[config.mk]
export PLATFORM = sky130hd
export DESIGN_NAME = pc_trace_table
export DESIGN_NICKNAME = d
export VERILOG_FILES = /design/src/rtl/pc_trace_table.sv
export SDC_FILE = /design/constraint.sdc
export NUM_CORES = 1
export LEC_CHECK = 0
export CORE_MARGIN = 2
export CORE_UTILIZATION = 29
export DETAILED_ROUTE_END_ITERATION = 10
export GPL_ROUTABILITY_DRIVEN = 0
export PLACE_DENSITY = 0.44
export SLEW_MARGIN = 0
export SYNTH_ARGS = -nofsm -noshare
export SYNTH_HDL_FRONTEND = slang
export SYNTH_SLANG_ARGS = --single-unit
[constraint.sdc]
create_clock -name clk_i -period 3.5 [get_ports clk_i]
set_input_delay 0.7 -clock clk_i [delete_from_list [all_inputs] [get_ports clk_i]]
set_output_delay 0.7 -clock clk_i [all_outputs]
set_load 0.005 [all_outputs]
[src/rtl/pc_trace_table.sv]
// Checkpoint table: DEPTH entries of {expected PC, delta}, one synchronous
// write port and an asynchronous read port addressed by the current index.
module pc_trace_table #(
    parameter  int PC_W    = 16,
    parameter  int DEPTH   = 32,
    parameter  int DELTA_W = 8,
    localparam int IDX_W   = $clog2(DEPTH)
) (
    input  logic               clk_i,
    input  logic               we_i,
    input  logic [IDX_W-1:0]   waddr_i,
    input  logic [PC_W-1:0]    wpc_i,
    input  logic [DELTA_W-1:0] wdelta_i,
    input  logic [IDX_W-1:0]   raddr_i,
    output logic [PC_W-1:0]    rpc_o,
    output logic [DELTA_W-1:0] rdelta_o
);

    logic [PC_W-1:0]    pc_mem    [DEPTH];
    logic [DELTA_W-1:0] delta_mem [DEPTH];

    // NOTE: the storage array has no reset; contents must survive a reset so
    // a programmed table can be rerun, and it maps onto plain RAM cells.
    always_ff @(posedge clk_i) begin
        if (we_i) begin
            pc_mem[waddr_i]    <= wpc_i;
            delta_mem[waddr_i] <= wdelta_i;
        end
    end

    assign rpc_o    = pc_mem[raddr_i];
    assign rdelta_o = delta_mem[raddr_i];

endmodule

==> impl_results.md, run 1 <==
* LEAKAGE at 12.8 nW
* Die Y at about 330 um
* Synth cell types at 23
* Crit path DAT at 2.81 ns
* CP Capture Type: output pin
* GRT overflow at 0
* Max Cap Viol at 0
* Most frequent cells in the layout: edfxtp_1 (768), mux2i_1 (384), buf_4 (92)
* Core area at between 100,000 and 150,000 um2
* # IOs at 60
* Final period util at 1.00
* Post-synthesis cell area at 30,000 um2
* Die width at around 330 um
* Area Growth Syn to Fin at 23.7%
* Routed vias at 15.8k
* Yosys warns at 0
* Worst vdd ir at 306 uV
* Final worst slack at -0.0124 ns
* CP Data Required Time at between 2 and 3 ns
* Final hold vios at 0
* Critical path, cell by cell: clkdlybuf4s50_1 -> buf_4 -> nand2b_2 -> buf_12 -> buf_4 -> a21oi_1 -> a31oi_2 -> nand3_1 -> clkdlybuf4s50_1
* Avg Inst Size Synth at 17.8 um2
* Vias in the first global route at 16.3k
* Yosys reg bits at 768
* DRT Wirelength at 86.1 mm
* Starting DRT DRC Count at 1,219
* Wire per inst at 25.8 um
* Total CTS buffers at slightly above 80
* Hold WC Path Type: in -> reg
* Die area at 106,000 um2
* Crit path launch type: primary input
* Fin nets at 1,942
* Final Max Slew Viols at 0
* Share of layout cells above drive strength 1 at 0.181
* Worst Hold Endpoint: delta_mem[9][1]
* Worst Max-Slew Pin Slew at 1.23 ns
* Drt first pass iters at 5
* Clk pin slew, worst setup/hold paths at 0.06 ns
* Initial antenna violation count at 11
* CP Buf/Inv Count at 5
* CTS tree: yes
* Status: finished, violations left
* Worst hold path stage count at 2
* Final critical-path required period at 3.51 ns
* Post-synth EDFFs at between 700 and 800
* DP HPWL at 48.4 mm
* Port Buffers at 59
* Beginning of the worst hold path: wdelta_i[1]
* Num rows at 117
* Root buf cell: clkbuf_16
* Final Setup Violations at 1
* Slowest library cell on the worst path: clkdlybuf4s50_1
* Async SR Flop Fraction at 0
* GRT Util Overall at 0.159
* Clk buf depth at 3
* PwrDens at roughly 540 nW/um2
* CTS Sinks at 768
* Vias per std cell at 4.74
* Hold WS at roughly 0.90 ns
* Max Freq at around 0.28 GHz
* Post-DRT Antenna Nets at 0
* Syn nets at approximately 1.7k
* DRC Markers at 0
* Synthesized netlist cell count at between 1.5k and 2k
* Crit path max-delay family: buffers and inverters
* Fill cells at 9,594
* Top_reg_cell synth: edfxtp_1
* Final Total Pwr at 19.9 mW
* Max incr delay on CP at 0.52 ns
* Setup CP Type: in -> out
* Initial Utilization at 0.294
* Max-slew headroom at 0.181
* First-pass GRT wire length at between 100 and 150 mm
* Crit path max fanout at 10
* Seq/Total Area, Yosys at 0.769
* Largest net degree at the start of global routing at 40
* Failing checks: negative setup slack
* RSZ-0062 raised after global routing: yes
* Most common cell after layout, fill and taps aside: edfxtp_1
* Maximum level of the CTS H-tree at 3
[through the flow]
stage	worst slack, ns	setup TNS (ns)	cells	utilization	cell area (um2)
2_1_floorplan	0.713	0	1688	-	30000
3_3_place_gp	-0.383	-6.68	3177	0.332	34000
3_5_place_dp	-0.386	-7.03	3177	0.332	34000
4_1_cts	-0.0142	-0.0142	3329	0.361	36900
5_1_grt	-0.0473	-0.0704	3333	0.363	37100
6_report	-0.0124	-0.0124	3337	0.363	37100
[synthesized netlist by cell type (2+ instances only)]
library cell | instances | area [um2]
edfxtp_1 | 768 | 23100
mux2i_1 | 384 | 3840
nand2_1 | 75 | 282
nand3_1 | 74 | 370
a21oi_1 | 72 | 360
a22oi_1 | 72 | 541
a22o_1 | 48 | 420
nor2_1 | 35 | 131
buf_2 | 29 | 145
clkbuf_1 | 29 | 109
a31oi_1 | 24 | 150
nor3_1 | 24 | 120
buf_6 | 22 | 248
buf_4 | 13 | 97.6
nand3b_1 | 5 | 37.5
buf_1 | 4 | 15.0
nand2b_1 | 2 | 12.5
nor2b_1 | 2 | 12.5
or3b_2 | 2 | 17.5
[flip-flops by register name, summed over array words and instances (netlist names)]
name and flops:
pc_mem 512, delta_mem 256
[timing repair]
item | CTS | global route
buffers inserted | 4 | 0
pin swaps | 4 | 9
resized for setup | 44 | 27
hold buffers | 0 | 0
gates cloned | 5 | 4
setup endpoints to repair | 24 | 17
[worst max path at each step]
stage,slack [ns],endpoint,from,cells after the start
2_1_floorplan,0.71,delta_mem[12][0],waddr_i[1],3
3_3_place_gp,-0.38,rdelta_o[1],raddr_i[1],10
3_5_place_dp,-0.39,rdelta_o[1],raddr_i[2],11
4_1_cts,-0.01,rpc_o[9],raddr_i[3],9
5_1_grt,-0.05,rpc_o[12],raddr_i[3],9
6_report,-0.01,rpc_o[12],raddr_i[3],9
[layout make-up]
cell class	count	area (um2)	share of cell area
antenna	4	10.0	0.000270
clock buffer	101	2140	0.0578
clock inverter	43	409	0.0110
multi-input combinational	822	6760	0.182
sequential	768	23100	0.622
tap	1368	1710	0.0461
timing repair buffer	231	3010	0.0810
[cells by family after synthesis]
family	share of synthesized area
AO/OA/AOI/OAI	0.0490
buffers and inverters	0.0207
flip-flops	0.769
multiplexers	0.128
AND/OR/NAND/NOR	0.0334
[metal layers]
metal  vias up  wire [um]  global-route usage
met5         -         51                   0
met4        10       1980              0.0407
met3       113       5300              0.0349
met2       393      39600               0.252
met1      8124      39200               0.222
li1       7163          -                   -
[where the power goes]
| part | internal, mW | switching [mW] | total, mW |
|---|---|---|---|
| sequential | 10.2 | 0.0228 | 10.3 |
| combinational | 0.546 | 0.750 | 1.30 |
| clock | 4.86 | 3.51 | 8.37 |
Note: power is estimated with default switching activity, not from simulation.
==> run 2, diff against run 1 <==
SLEW_MARGIN = 30   (was 0)
==> run 2 against run 1 <==
  * The flow now finishes without violations
  * Sequential power is essentially flat
  * Clock power grew 2%
  * Cell count grew 0.15%
  * Critical endpoint is now rpc_o[14]
  * Highest routed layer unchanged
==> impl_results.md, run 2 (synthesis results as in run 1) <==
* Status: complete, no violations
* Non-filler instance count after layout at 3,342 (+0.15%)
* First-pass GRT wire length at 122 mm (+0.63%)
* Initial Utilization at 0.294 (unchanged)
* Max Freq at 0.292 GHz (+2.5%)
* Initial antenna violation count at 12 (+1)
* Crit path launch type: primary input
* Die width at 326 um (unchanged)
* Most common cell after layout, fill and taps aside: edfxtp_1
* Final critical-path required period at 3.43 ns (-0.0856 ns)
* DP HPWL at 48.4 mm (about the same)
* GRT overflow at 0 (unchanged)
* Final hold vios at 0 (unchanged)
* Root buf cell: clkbuf_16
* CP Data Required Time at 2.80 ns (about the same)
* Fill cells at 9,618 (+0.25%)
* DRC Markers at 0 (unchanged)
* CP Capture Type: output pin
* Post-DRT Antenna Nets at 0 (unchanged)
* Critical path, cell by cell: clkdlybuf4s15_1 -> buf_4 -> nor2b_4 -> buf_12 -> buf_12 -> buf_12 -> a22o_1 -> nor3_2 -> a31oi_1 -> nand3_1 -> clkdlybuf4s50_1
* Die area at 106,000 um2 (unchanged)
* Routed vias at 16.0k (+1.0%)
* Finished Cell Area at 37,000 um2 (-0.17%)
* Crit path max-delay family: buffers and inverters
* Top Registers: pc_mem x512, delta_mem x256
* Vias in the first global route at 16.4k (+0.38%)
* Wire per inst at 25.6 um (-0.78%)
* Fin Setup TNS at 0 ns (+0.0124 ns)
* Slowest library cell on the worst path: clkdlybuf4s50_1
* Placement Cell Area at 34,000 um2 (about the same)
* Share of layout cells above drive strength 1 at 0.188 (+0.00696)
* End of the critical path: rpc_o[14]
* Drt first pass iters at 5 (unchanged)
* GRT Util Overall at 0.160 (+0.000478)
* Max incr delay on CP at 0.47 ns (-0.05 ns)
* Critical Path Source: raddr_i[2]
* Total CTS buffers at 84 (+1.2%)
* Final Max Slew Viols at 0 (unchanged)
* Hold WC Path Type: in -> reg
* Hold buffers post-CTS at 0 (unchanged)
* PwrDens at 541 nW/um2 (+0.74%)
* Clk buf depth at 3 (unchanged)
* Area Growth Syn to Fin at 23.5%
* Final Total Pwr at 20.0 mW (+0.57%)
* Starting DRT DRC Count at 1,270 (+4.2%)
* DRT Wirelength at 85.6 mm (-0.63%)
* Dpl ws at -0.395 ns (-0.00881 ns)
* Max reg flops at 512 (unchanged)
* Clk pin slew, worst setup/hold paths at 0.06 ns (about the same)
* LEAKAGE at 12.8 nW (about the same)
* Port Buffers at 59 (unchanged)
* M2 GR Usage at 0.253 (+0.00116)
* Cells after DPL at 3,177 (unchanged)
* GRT met1 Usage at 0.223 (+0.000330)
* Crit path max fanout at 14 (+4)
* Die Y at 326 um (unchanged)
* Max-slew headroom at 0.589 (+0.409)
* Max Cap Viol at 0 (unchanged)
* GR Layer Usage met3 at 0.0317 (-0.00317)
* CP Buf/Inv Count at 6 (+1)
* Worst Max-Slew Pin Slew at 0.616 ns (-0.609 ns)
* GRT busiest layer: met2
* Fin nets at 1,941 (-0.051%)
* Final worst slack at 0.0732 ns (+0.0856 ns)
* Hold WS at 0.576 ns (-0.329 ns)
* WP depth at 11 (+2)
* Final Setup Violations at 0 (-1)
* Crit-path most repeated cell: buf_12
* Biggest register: pc_mem
* Largest net degree at the start of global routing at 40 (unchanged)
* Maximum level of the CTS H-tree at 3 (unchanged)
* CTS Sinks at 768 (unchanged)
* Post-layout util at 0.363 (-0.000612)
* CTS tree: yes
* Crit path DAT at 2.73 ns (-0.08 ns)
* Worst hold path stage count at 1 (-1)
* Num rows at 117 (unchanged)
* Worst vdd ir at 331 uV (+8.1%)
* Final period util at 0.979 (-0.0245)
* Setup CP Type: in -> out
* Vias per std cell at 4.78 (+0.85%)
* # IOs at 60 (unchanged)
* Core area at 102,000 um2 (unchanged)
* RSZ-0062 raised after global routing: yes
* Most frequent cells in the layout: edfxtp_1 (768), mux2i_1 (384), buf_4 (94)
[run 2: cell count changes in the layout (fill, tap and decap cells not counted), moves of 4 or more]
cell / previous run / this run
buf_16: 10 / 5
nor3_2: 14 / 10
clkdlybuf4s50_1: 43 / 28
clkinv_1: 17 / 24
dlygate4sd2_1: 5 / 10
buf_2: 0 / 12
[run 2: per-layer routing]
metal / wire length (um) / part of all wire / up-vias
li1: - / - / 7168
met1: 38700 / 0.45 / 8218
met2: 39600 / 0.46 / 430
met3: 5020 / 0.059 / 131
met4: 2080 / 0.024 / 14
met5: 95 / 0.0011 / -
[run 2: worst min-delay path by stage]
stage | startpoint | end | slack [ns]
6_report | wpc_i[11] | pc_mem[7][11] | 0.58
5_1_grt | wpc_i[10] | pc_mem[21][10] | 0.57
4_1_cts | wpc_i[12] | pc_mem[6][12] | 0.56
3_5_place_dp | wpc_i[12] | pc_mem[15][12] | 1.25
3_3_place_gp | wdelta_i[1] | delta_mem[8][1] | 1.55
2_1_floorplan | wdelta_i[0] | delta_mem[0][0] | 0.80
[run 2: layout make-up]
type / instances / area [um2] / share of cell area
clock buffer: 103 / 2240 / 0.0604
tap: 1368 / 1710 / 0.0462
multi-input combinational: 822 / 6810 / 0.184
antenna: 2 / 5.00 / 0.000135
timing repair buffer: 229 / 2810 / 0.0759
sequential: 768 / 23100 / 0.623
clock inverter: 50 / 407 / 0.0110
[run 2: power breakdown]
group / internal (mW) / switching, mW
Combinational: 0.524 / 0.748
Clock: 4.97 / 3.54
Sequential: 10.2 / 0.0229
[run 2: timing repair]
item | CTS | global route
pin swaps | 5 | 9
buffers inserted | 3 | 2
setup endpoints to repair | 24 | 15
gates cloned | 4 | 1
resized for setup | 44 | 28
